## src/rtl/ethpipe_pkg.sv

```systemverilog
// Shared Ethernet pipe definitions: FSM states, line bytes, slot header offsets.
package ethpipe_pkg;

  typedef enum logic [2:0] {
    ST_IDLE,
    ST_HDR,
    ST_WAIT,
    ST_PRE,
    ST_DATA,
    ST_IFG,
    ST_DONE
  } eth_state_e;

  localparam logic [7:0] PREAMBLE_BYTE = 8'h55;
  localparam logic [7:0] SFD_BYTE      = 8'hD5;

  // Slot word offsets; word 2 is reserved and never interpreted.
  localparam logic [10:0] WORD_TIME_LO = 11'd0;
  localparam logic [10:0] WORD_TIME_HI = 11'd1;
  localparam logic [10:0] WORD_LEN     = 11'd3;
  localparam logic [10:0] WORD_DATA    = 11'd4;

  // Byte n of a frame lives in lane n%4; lane 0 is bits 7:0.
  function automatic logic [7:0] lane_byte(input logic [31:0] w, input logic [1:0] lane);
    return w[8*lane +: 8];
  endfunction

endpackage

```

## src/rtl/ethpipe_tx_fetch.sv

```systemverilog
// Holds the current slot data word and selects the byte lane being sent.
// Lane 0 is taken straight from RAM read data (the word arrives just in time),
// lanes 1..3 come from the copy captured alongside lane 0.
module ethpipe_tx_fetch
  import ethpipe_pkg::*;
(
  input  logic        clk,
  input  logic        rst_n,
  input  logic [31:0] slot_q,
  input  logic        take,
  input  logic [1:0]  lane,
  output logic [7:0]  data_byte
);

  logic [31:0] word_q, word_d;

  // Capture the fresh word when its first lane is consumed; pick the output lane.
  always_comb begin
    word_d = word_q;
    if (take && (lane == 2'd0)) begin
      word_d = slot_q;
    end
    data_byte = (lane == 2'd0) ? slot_q[7:0] : lane_byte(word_q, lane);
  end

  // Word buffer register.
  always_ff @(posedge clk or negedge rst_n) begin
    if (!rst_n) begin
      word_q <= '0;
    end else begin
      word_q <= word_d;
    end
  end

endmodule

```

## src/rtl/ethpipe_tx.sv

```systemverilog
// GMII transmitter: reads a frame from the TX slot RAM, waits for its launch
// time, then sends preamble, SFD and the stored frame bytes, followed by IFG.
module ethpipe_tx
  import ethpipe_pkg::*;
#(
  parameter int unsigned IFG_BYTES      = 12,
  parameter int unsigned PREAMBLE_BYTES = 7
) (
  input  logic        gmii_tx_clk,
  input  logic        sys_rst_n,
  input  logic [63:0] global_counter,
  output logic [10:0] slot_tx_eth_address,
  output logic        slot_tx_eth_rd_en,
  input  logic [31:0] slot_tx_eth_q,
  input  logic        tx_ready,
  output logic        tx_complete,
  output logic [7:0]  gmii_txd,
  output logic        gmii_tx_en
);

  localparam logic [10:0] PRE_CNT = 11'(PREAMBLE_BYTES);
  localparam logic [10:0] IFG_CNT = 11'(IFG_BYTES);

  eth_state_e  state_q, state_d;
  logic [10:0] cnt_q, cnt_d;
  logic [63:0] launch_q, launch_d;
  logic [10:0] len_q, len_d;
  logic [10:0] addr_q, addr_d;
  logic        rd_en_q, rd_en_d;
  logic        release_q, release_d;
  logic        done_q, done_d;
  logic [7:0]  txd_q, txd_d;
  logic        tx_en_q, tx_en_d;

  logic        take_byte;
  logic [1:0]  lane;
  logic [7:0]  fetch_byte;

  ethpipe_tx_fetch u_fetch (
    .clk       (gmii_tx_clk),
    .rst_n     (sys_rst_n),
    .slot_q    (slot_tx_eth_q),
    .take      (take_byte),
    .lane      (lane),
    .data_byte (fetch_byte)
  );

  // Next-state and registered-output computation for the transmit FSM.
  // cnt_q is shared: header cycle, preamble byte count, data byte count, IFG count.
  // Next data word is requested while lane 2 is sent so it lands exactly on lane 0.
  always_comb begin
    state_d   = state_q;
    cnt_d     = cnt_q;
    launch_d  = launch_q;
    len_d     = len_q;
    addr_d    = addr_q;
    rd_en_d   = 1'b0;
    release_d = release_q && tx_ready;
    done_d    = 1'b0;
    txd_d     = '0;
    tx_en_d   = 1'b0;
    take_byte = 1'b0;
    lane      = 2'd0;

    case (state_q)
      ST_IDLE: begin
        if (tx_ready && !release_q) begin
          state_d = ST_HDR;
          cnt_d   = '0;
          addr_d  = WORD_TIME_LO;
          rd_en_d = 1'b1;
        end
      end
      ST_HDR: begin
        cnt_d = cnt_q + 11'd1;
        if (cnt_q < WORD_LEN) begin
          addr_d  = cnt_q + 11'd1;
          rd_en_d = 1'b1;
        end
        if (cnt_q == WORD_TIME_LO + 11'd1) launch_d[31:0]  = slot_tx_eth_q;
        if (cnt_q == WORD_TIME_HI + 11'd1) launch_d[63:32] = slot_tx_eth_q;
        if (cnt_q == WORD_LEN + 11'd1) begin
          len_d = slot_tx_eth_q[26:16];
          if (slot_tx_eth_q[26:16] == '0) begin
            state_d = ST_DONE;
            done_d  = 1'b1;
          end else begin
            state_d = ST_WAIT;
          end
        end
      end
      ST_WAIT: begin
        if (global_counter >= launch_q) begin
          state_d = ST_PRE;
          tx_en_d = 1'b1;
          txd_d   = PREAMBLE_BYTE;
          cnt_d   = 11'd1;
          addr_d  = WORD_DATA;
          rd_en_d = 1'b1;
        end
      end
      ST_PRE: begin
        tx_en_d = 1'b1;
        if (cnt_q <= PRE_CNT) begin
          txd_d   = (cnt_q == PRE_CNT) ? SFD_BYTE : PREAMBLE_BYTE;
          cnt_d   = cnt_q + 11'd1;
          rd_en_d = 1'b1;
        end else begin
          take_byte = 1'b1;
          txd_d     = fetch_byte;
          cnt_d     = 11'd1;
          state_d   = ST_DATA;
        end
      end
      ST_DATA: begin
        if (cnt_q < len_q) begin
          tx_en_d   = 1'b1;
          take_byte = 1'b1;
          lane      = cnt_q[1:0];
          txd_d     = fetch_byte;
          cnt_d     = cnt_q + 11'd1;
          if ((cnt_q[1:0] == 2'd2) && (({1'b0, cnt_q} + 12'd2) < {1'b0, len_q})) begin
            addr_d  = addr_q + 11'd1;
            rd_en_d = 1'b1;
          end
        end else if (IFG_CNT == '0) begin
          state_d = ST_DONE;
          done_d  = 1'b1;
        end else begin
          state_d = ST_IFG;
          cnt_d   = 11'd1;
        end
      end
      ST_IFG: begin
        if (cnt_q < IFG_CNT) begin
          cnt_d = cnt_q + 11'd1;
        end else begin
          state_d = ST_DONE;
          done_d  = 1'b1;
        end
      end
      ST_DONE: begin
        release_d = 1'b1;
        state_d   = ST_IDLE;
      end
      default: state_d = ST_IDLE;
    endcase
  end

  // State and registered outputs.
  always_ff @(posedge gmii_tx_clk or negedge sys_rst_n) begin
    if (!sys_rst_n) begin
      state_q   <= ST_IDLE;
      cnt_q     <= '0;
      launch_q  <= '0;
      len_q     <= '0;
      addr_q    <= '0;
      rd_en_q   <= 1'b0;
      release_q <= 1'b0;
      done_q    <= 1'b0;
      txd_q     <= '0;
      tx_en_q   <= 1'b0;
    end else begin
      state_q   <= state_d;
      cnt_q     <= cnt_d;
      launch_q  <= launch_d;
      len_q     <= len_d;
      addr_q    <= addr_d;
      rd_en_q   <= rd_en_d;
      release_q <= release_d;
      done_q    <= done_d;
      txd_q     <= txd_d;
      tx_en_q   <= tx_en_d;
    end
  end

  assign slot_tx_eth_address = addr_q;
  assign slot_tx_eth_rd_en   = rd_en_q;
  assign tx_complete         = done_q;
  assign gmii_txd            = txd_q;
  assign gmii_tx_en          = tx_en_q;

endmodule

```

## config.mk

```make
export PLATFORM = sky130hd
export DESIGN_NAME = ethpipe_tx
export DESIGN_NICKNAME = d
export VERILOG_FILES = /design/src/rtl/ethpipe_pkg.sv /design/src/rtl/ethpipe_tx_fetch.sv /design/src/rtl/ethpipe_tx.sv
export SDC_FILE = /design/constraint.sdc
export NUM_CORES = 1
export LEC_CHECK = 0
export ABC_AREA = 1
export CORE_ASPECT_RATIO = 0.75
export CORE_UTILIZATION = 34
export CTS_CLUSTER_DIAMETER = 100
export DETAILED_ROUTE_END_ITERATION = 16
export SLEW_MARGIN = 5
export SYNTH_ARGS = -nofsm -noshare
export SYNTH_HDL_FRONTEND = slang
export SYNTH_SLANG_ARGS = --single-unit
```

## constraint.sdc

```tcl
create_clock -name gmii_tx_clk -period 7.3 [get_ports gmii_tx_clk]
set_clock_uncertainty 0.1 [all_clocks]
set_input_delay 2.19 -clock gmii_tx_clk [delete_from_list [all_inputs] [get_ports gmii_tx_clk]]
set_output_delay 2.19 -clock gmii_tx_clk [all_outputs]
set_load 0.03 [all_outputs]
```

---- After elaboration in Yosys (flattened, before gate mapping) ----
Index checks and enable logic that the tools add are counted.
operators by class
  multiplexer cells ....................... 43
  add/sub/neg operators ................... 3
  order comparisons ....................... 6
  reduce and logical (&&, ||, !) cells .... 16
  shift operators ......................... 1
  equality and inequality tests ........... 21
operators with widths
  cell                                                                                count
  11-bit two-way mux                                                                  9
  11-bit one-hot mux with 6 select lines                                              1
  64-bit >= comparator                                                                1
  11-bit one-hot mux with 4 select lines                                              1
  8-bit two-way mux                                                                   4
  32-bit by 6-bit variable part select with 8-bit output                              1
  8-bit one-hot mux with 3 select lines                                               1
  11-bit by 1-bit adder with 11-bit output (second input constant)                    2
  11-bit by 3-bit == test with 1-bit output (second input constant)                   2
  3-bit two-way mux                                                                   7
  2-bit inequality test (second input constant)                                       10
  3-bit one-hot mux with 6 select lines                                               1
  11-bit by 2-bit adder with 12-bit output (second input constant)                    1
  12-bit by 11-bit < comparator with 1-bit output                                     1
  1-bit two-way mux                                                                   12
  6-bit AND reduction                                                                 2
  11-bit by 1-bit == test with 1-bit output (second input constant)                   1
  11-bit by 2-bit == test with 1-bit output (second input constant)                   1
  11-bit by 3-bit less-or-equal comparator with 1-bit output (second input constant)  1
  11-bit zero test                                                                    1
  11-bit < comparator                                                                 1
  11-bit by 2-bit < comparator with 1-bit output (second input constant)              1
  11-bit by 4-bit < comparator with 1-bit output (second input constant)              1
  3-bit == test (second input constant)                                               3
  16 further kinds                                                                    24
word-level totals
  output and inout port bits .............. 22
  input port bits ......................... 99
  bits in registers ....................... 144
  logic and storage cells ................. 102

---- Depth between registers and ports, before layout ----
  word-level depth ........................ 7
  depth in mapped cells ................... 21

---- By module ----
From an unflattened synthesis, not the netlist that was laid out.
second synthesis, totals
  cell total of the unflattened synthesis .. 1215
  area total of the unflattened synthesis .. 8931.1 um^2
modules (own cells, without submodules)
  module            times used  area an instance (um^2)  cells each
  ethpipe_tx        1           7553.5                   1015
  ethpipe_tx_fetch  1           1377.6                   200

---- Worst setup path after synthesis ----
No wires, ideal clock.
  path type ............................... input to register
  from .................................... input port global_counter[63]
  to ...................................... register cnt_q[1]
  slack ................................... 3.381 ns
  path buffers ............................ 2
  setup time .............................. 0.117 ns
  data arrival time ....................... 3.701 ns
  stages .................................. 15
  cell sequence ........................... ha_1 > nand2_1 > nor2_1 > and2_1 > nand3_1 > nor2_1 > nand2_1 > nand2_1 > nor2_1 > nand3_1 > buf_2 > nand3_1 > buf_2 > nand2_1 > nand2_1
on the way
  cells in the longest elaborated chain, start to end .. 3
ends and longest elaborated chain
  what                                    RTL line           RTL
  from (decl)                             ethpipe_tx.sv:11   input logic [63:0] global_counter,
  64-bit >= comparator                    ethpipe_tx.sv:93   if (global_counter >= launch_q) begin
  2-bit inequality test (no source line)  n/a
  4-bit AND reduction (no source line)    n/a
  to (signal assigned)                    ethpipe_tx.sv:165  cnt_q <= cnt_d;
  to (decl)                               ethpipe_tx.sv:25   logic [10:0] cnt_q, cnt_d;
Every way passes these cells.
A chain may end at the register's enable or synchronous reset.

---- Worst setup path in the final report ----
  from .................................... input port global_counter[57]
  to ...................................... register cnt_q[8]
Same word-level chain as after synthesis.

==> metrics.cfg <==
[power_and_ir_drop]
cellPowerDensity_nw_per_um2=165
vdd_ir_drop_max_mv=0.156
p_leak_nw=6.13

[synth]
synth.ff_latch_count=140
synth_enable_flop_cells=0
netlist_top_cells_count=sky130_fd_sc_hd__nand2_1 (304), sky130_fd_sc_hd__inv_1 (175), sky130_fd_sc_hd__dfrtp_1 (140), sky130_fd_sc_hd__o21ai_0 (102), sky130_fd_sc_hd__ha_1 (91)
yosysWarnings=0
synthMostInstantiatedCell=sky130_fd_sc_hd__nand2_1
syn_avg_cell_area_um2=7.64
yosysUniqueCellTypes=43
post_synth_inst_count=1160
ys_seq_area_share_pct=39.5
synth_nets=1350
post_synth_instance_area_um2=8860
synthArstFlopShare_pct=100
synth_ff_type=sky130_fd_sc_hd__dfrtp_1
synth_area_leader_cell=sky130_fd_sc_hd__dfrtp_1
synthTopCellsByArea=sky130_fd_sc_hd__dfrtp_1 (40%), sky130_fd_sc_hd__nand2_1 (13%), sky130_fd_sc_hd__ha_1 (13%)
synthDominantCellAreaShare_pct=39.5

[critical_path]
critical_path_peak_fanout=18
r2r_slack_ns=3.32
worst_path_most_repeated_cell=sky130_fd_sc_hd__nand2_1
timing.setup.critical_path_class=input pin to register
worst_setup_path_end_kind=register
crit_path_top_delay_cell=sky130_fd_sc_hd__nand3_1
setup.worst_path.start_class=input pin
crit_path_max_incr_delay_ns=0.58
critical_path_arrival_ns=5.15
worstPathCellList=clkdlybuf4s50_1, ha_1, a21oi_1, o21ai_0, a21oi_1, nand2_1, nor2_1, nand3_1, nand3_1, nand2_1, nand2_1
family_with_the_most_delay_on_the_worst_path=simple AND/OR/NAND/NOR gates
critical_path_buf_inv_count=1
required_ns=7.57

[grt]
groute.usage.overall_pct=18.9
initial_antenna_violation_count=1
via_count_of_the_first_global_routing_pass=7178
grt_overflow_total=0
grt_use_met3_pct=4.48
largest_net_degree_at_the_start_of_global_routing=106
grt_first_pass_wirelength_um=38800
gr-max-usage-layer=met1
globalRouteMet2Util_pct=26.1
global_route.usage.met1_pct=28.9

[clocking]
cts_post_setup_buffers_inserted=0
cts.sink_count=140
cts-resized-gates=0
cts-buffers-inserted=17
ctsHoldBuffers=0
cts_max_path_buffers=2
clkLatencyLatePin_ns=0.44
cts_root_buf=sky130_fd_sc_hd__clkbuf_16
htree_levels=4
tritoncts=built
worst_setup_hold_path_clk_slew_ns=0.06

[timing]
totalNegativeSetupSlack_ns=0
tightest_slew_ns=0.987
achievable-frequency_mhz=205
timing.final.ws_setup_ns=2.42
number_of_slew_limit_violations_in_the_final_report=0
maxSlewHeadroom_pct=34.2
timing.final.hold_violations=0
layout_min_cycle_time_ns=4.88
rsz0062_at_grt=false
finalSetupViolations=0
final.period_utilization_pct=66.9

[drt]
vias_per_cell=4.83
wirelength_um=24400
drc=0
initialDrtViolationCount=532
antenna_left=0
wl_per_cell_um=15.1
dr_vias=7812
firstDrtPassIters=5

[die]
rows=50
start_util_pct=35.1
design.die.area_um2=26700
dieHeight_um=142
floorplan.die.width_um=188
io_pins=121
floorplan.core_area_um2=25300

[placed_design]
port_buffers=120
globalplace.congestion=0.854
dp_hpwl_um=18600
place.detailed.instances=1585
placement.setup.worst_slack_ns=2.01

[finish]
number_of_nets_in_the_layout=1456
drive_gt1_share_pct=4.38
instances_no_fill=1617
flow.area_growth_from_synthesis_pct=23.5
n_fill_cell=2559

[run]
drv.max_cap_violation_count=0

[status]
outcome=finished clean

[min_path]
hold_path.class=register to register

layout make-up:
cell class                      count  area [um2]  area share (%)
Antenna cell                        1        2.50          0.0229
Clock buffer                       24         502            4.58
Clock inverter                      7         110            1.01
Inverter                          183         697            6.37
Multi-Input combinational cell    800        4480            40.9
Sequential cell                   140        3500            32.0
Tap cell                          338         423            3.86
Timing Repair Buffer              124        1230            11.3
worst reg2reg max path, cell delays in order (launching register included):
cell	delay (ns)
sky130_fd_sc_hd__dfrtp_1	0.59
sky130_fd_sc_hd__ha_1	0.28
sky130_fd_sc_hd__nand2_1	0.11
sky130_fd_sc_hd__nor2_1	0.24
sky130_fd_sc_hd__nand2_1	0.10
sky130_fd_sc_hd__nor2_1	0.16
sky130_fd_sc_hd__nor2_1	0.06
sky130_fd_sc_hd__a21oi_1	0.18
sky130_fd_sc_hd__ha_1	0.27
sky130_fd_sc_hd__a21oi_1	0.15
sky130_fd_sc_hd__o211ai_1	0.13
sky130_fd_sc_hd__nor2_1	0.16
sky130_fd_sc_hd__nand3_1	0.16
sky130_fd_sc_hd__nand2_1	0.10
sky130_fd_sc_hd__nand2_1	0.06
sky130_fd_sc_hd__nor2_2	0.38
sky130_fd_sc_hd__nand3_1	0.43
sky130_fd_sc_hd__nand2_1	0.16
sky130_fd_sc_hd__nand2_1	0.05
metrics by stage:
stage,area [um2],util (%),total power (W),hold WS (ns)
3_5_place_dp,10300,40.9,0.000901,0.372
4_1_cts,10900,43.3,0.00182,0.388
3_3_place_gp,10300,40.9,0.000900,0.367
6_report,10900,43.3,0.00180,0.381
2_1_floorplan,8860,-,0.000813,0.352
5_1_grt,10900,43.3,0.00186,0.406
power by group:
part	internal, W	leakage (nW)	switching, W
clock network	0.000579	0.306	0.000339
logic	0.0000566	4.41	0.0000522
registers	0.000776	1.41	0.0000000000000000000131
sequential cells by signal, summed over array words and instances (netlist names):
name / count
len_q: 11
cnt_q: 11
tx_complete: 1
gmii_txd: 8
u_fetch.word_q: 28
release_q: 1
gmii_tx_en: 1
state_q: 3
slot_tx_eth_rd_en: 1
launch_q: 64
slot_tx_eth_address: 11
routing by layer:
metal / share of wire, % / vias to the layer above
met4: 0.91 / 0
met2: 40 / 234
li1: - / 3999
met1: 51 / 3560
met5: 0 / -
met3: 7.4 / 19
cells by family after synthesis:
logic type	share of synthesized area (%)
AOI/OAI and AO/OA	12.5
xor gates and xnor gates	1.19
adders and majority gates	13.0
buffers and inverters	10.1
DFF	39.5
and+or+nand+nor	23.8
placed cells by master, fill, tap and decap left out, drive strengths merged, types with 2 or more instances in the layout:
cell type / n
a21o: 2
clkbuf: 24
o211ai: 2
o21bai: 2
nand3b: 2
dfrtp: 140
nand3: 57
nand4: 35
nor3: 11
o21ai: 132
o31ai: 2
a31oi: 12
nor2: 69
buf: 5
inv: 182
bufinv: 3
nor4: 2
o21a: 3
clkdlybuf4s50: 119
o22ai: 3
xor2: 12
nand2: 305
a21oi: 50
clkinv: 5
ha: 91
or2: 3
path summary, 6_finish.rpt:
check / start / endpoint / depth (start not counted)
max in group asynchronous: sys_rst_n / len_q[9] / 2
max: global_counter[57] / cnt_q[8] / 11
max reg2reg: cnt_q[1] / slot_tx_eth_address[8] / 18
min reg2reg: launch_q[4] / launch_q[4] / 2
min: launch_q[4] / launch_q[4] / 2
min in group asynchronous: sys_rst_n / slot_tx_eth_address[3] / 1
Note: power is estimated with default switching activity, not from simulation.
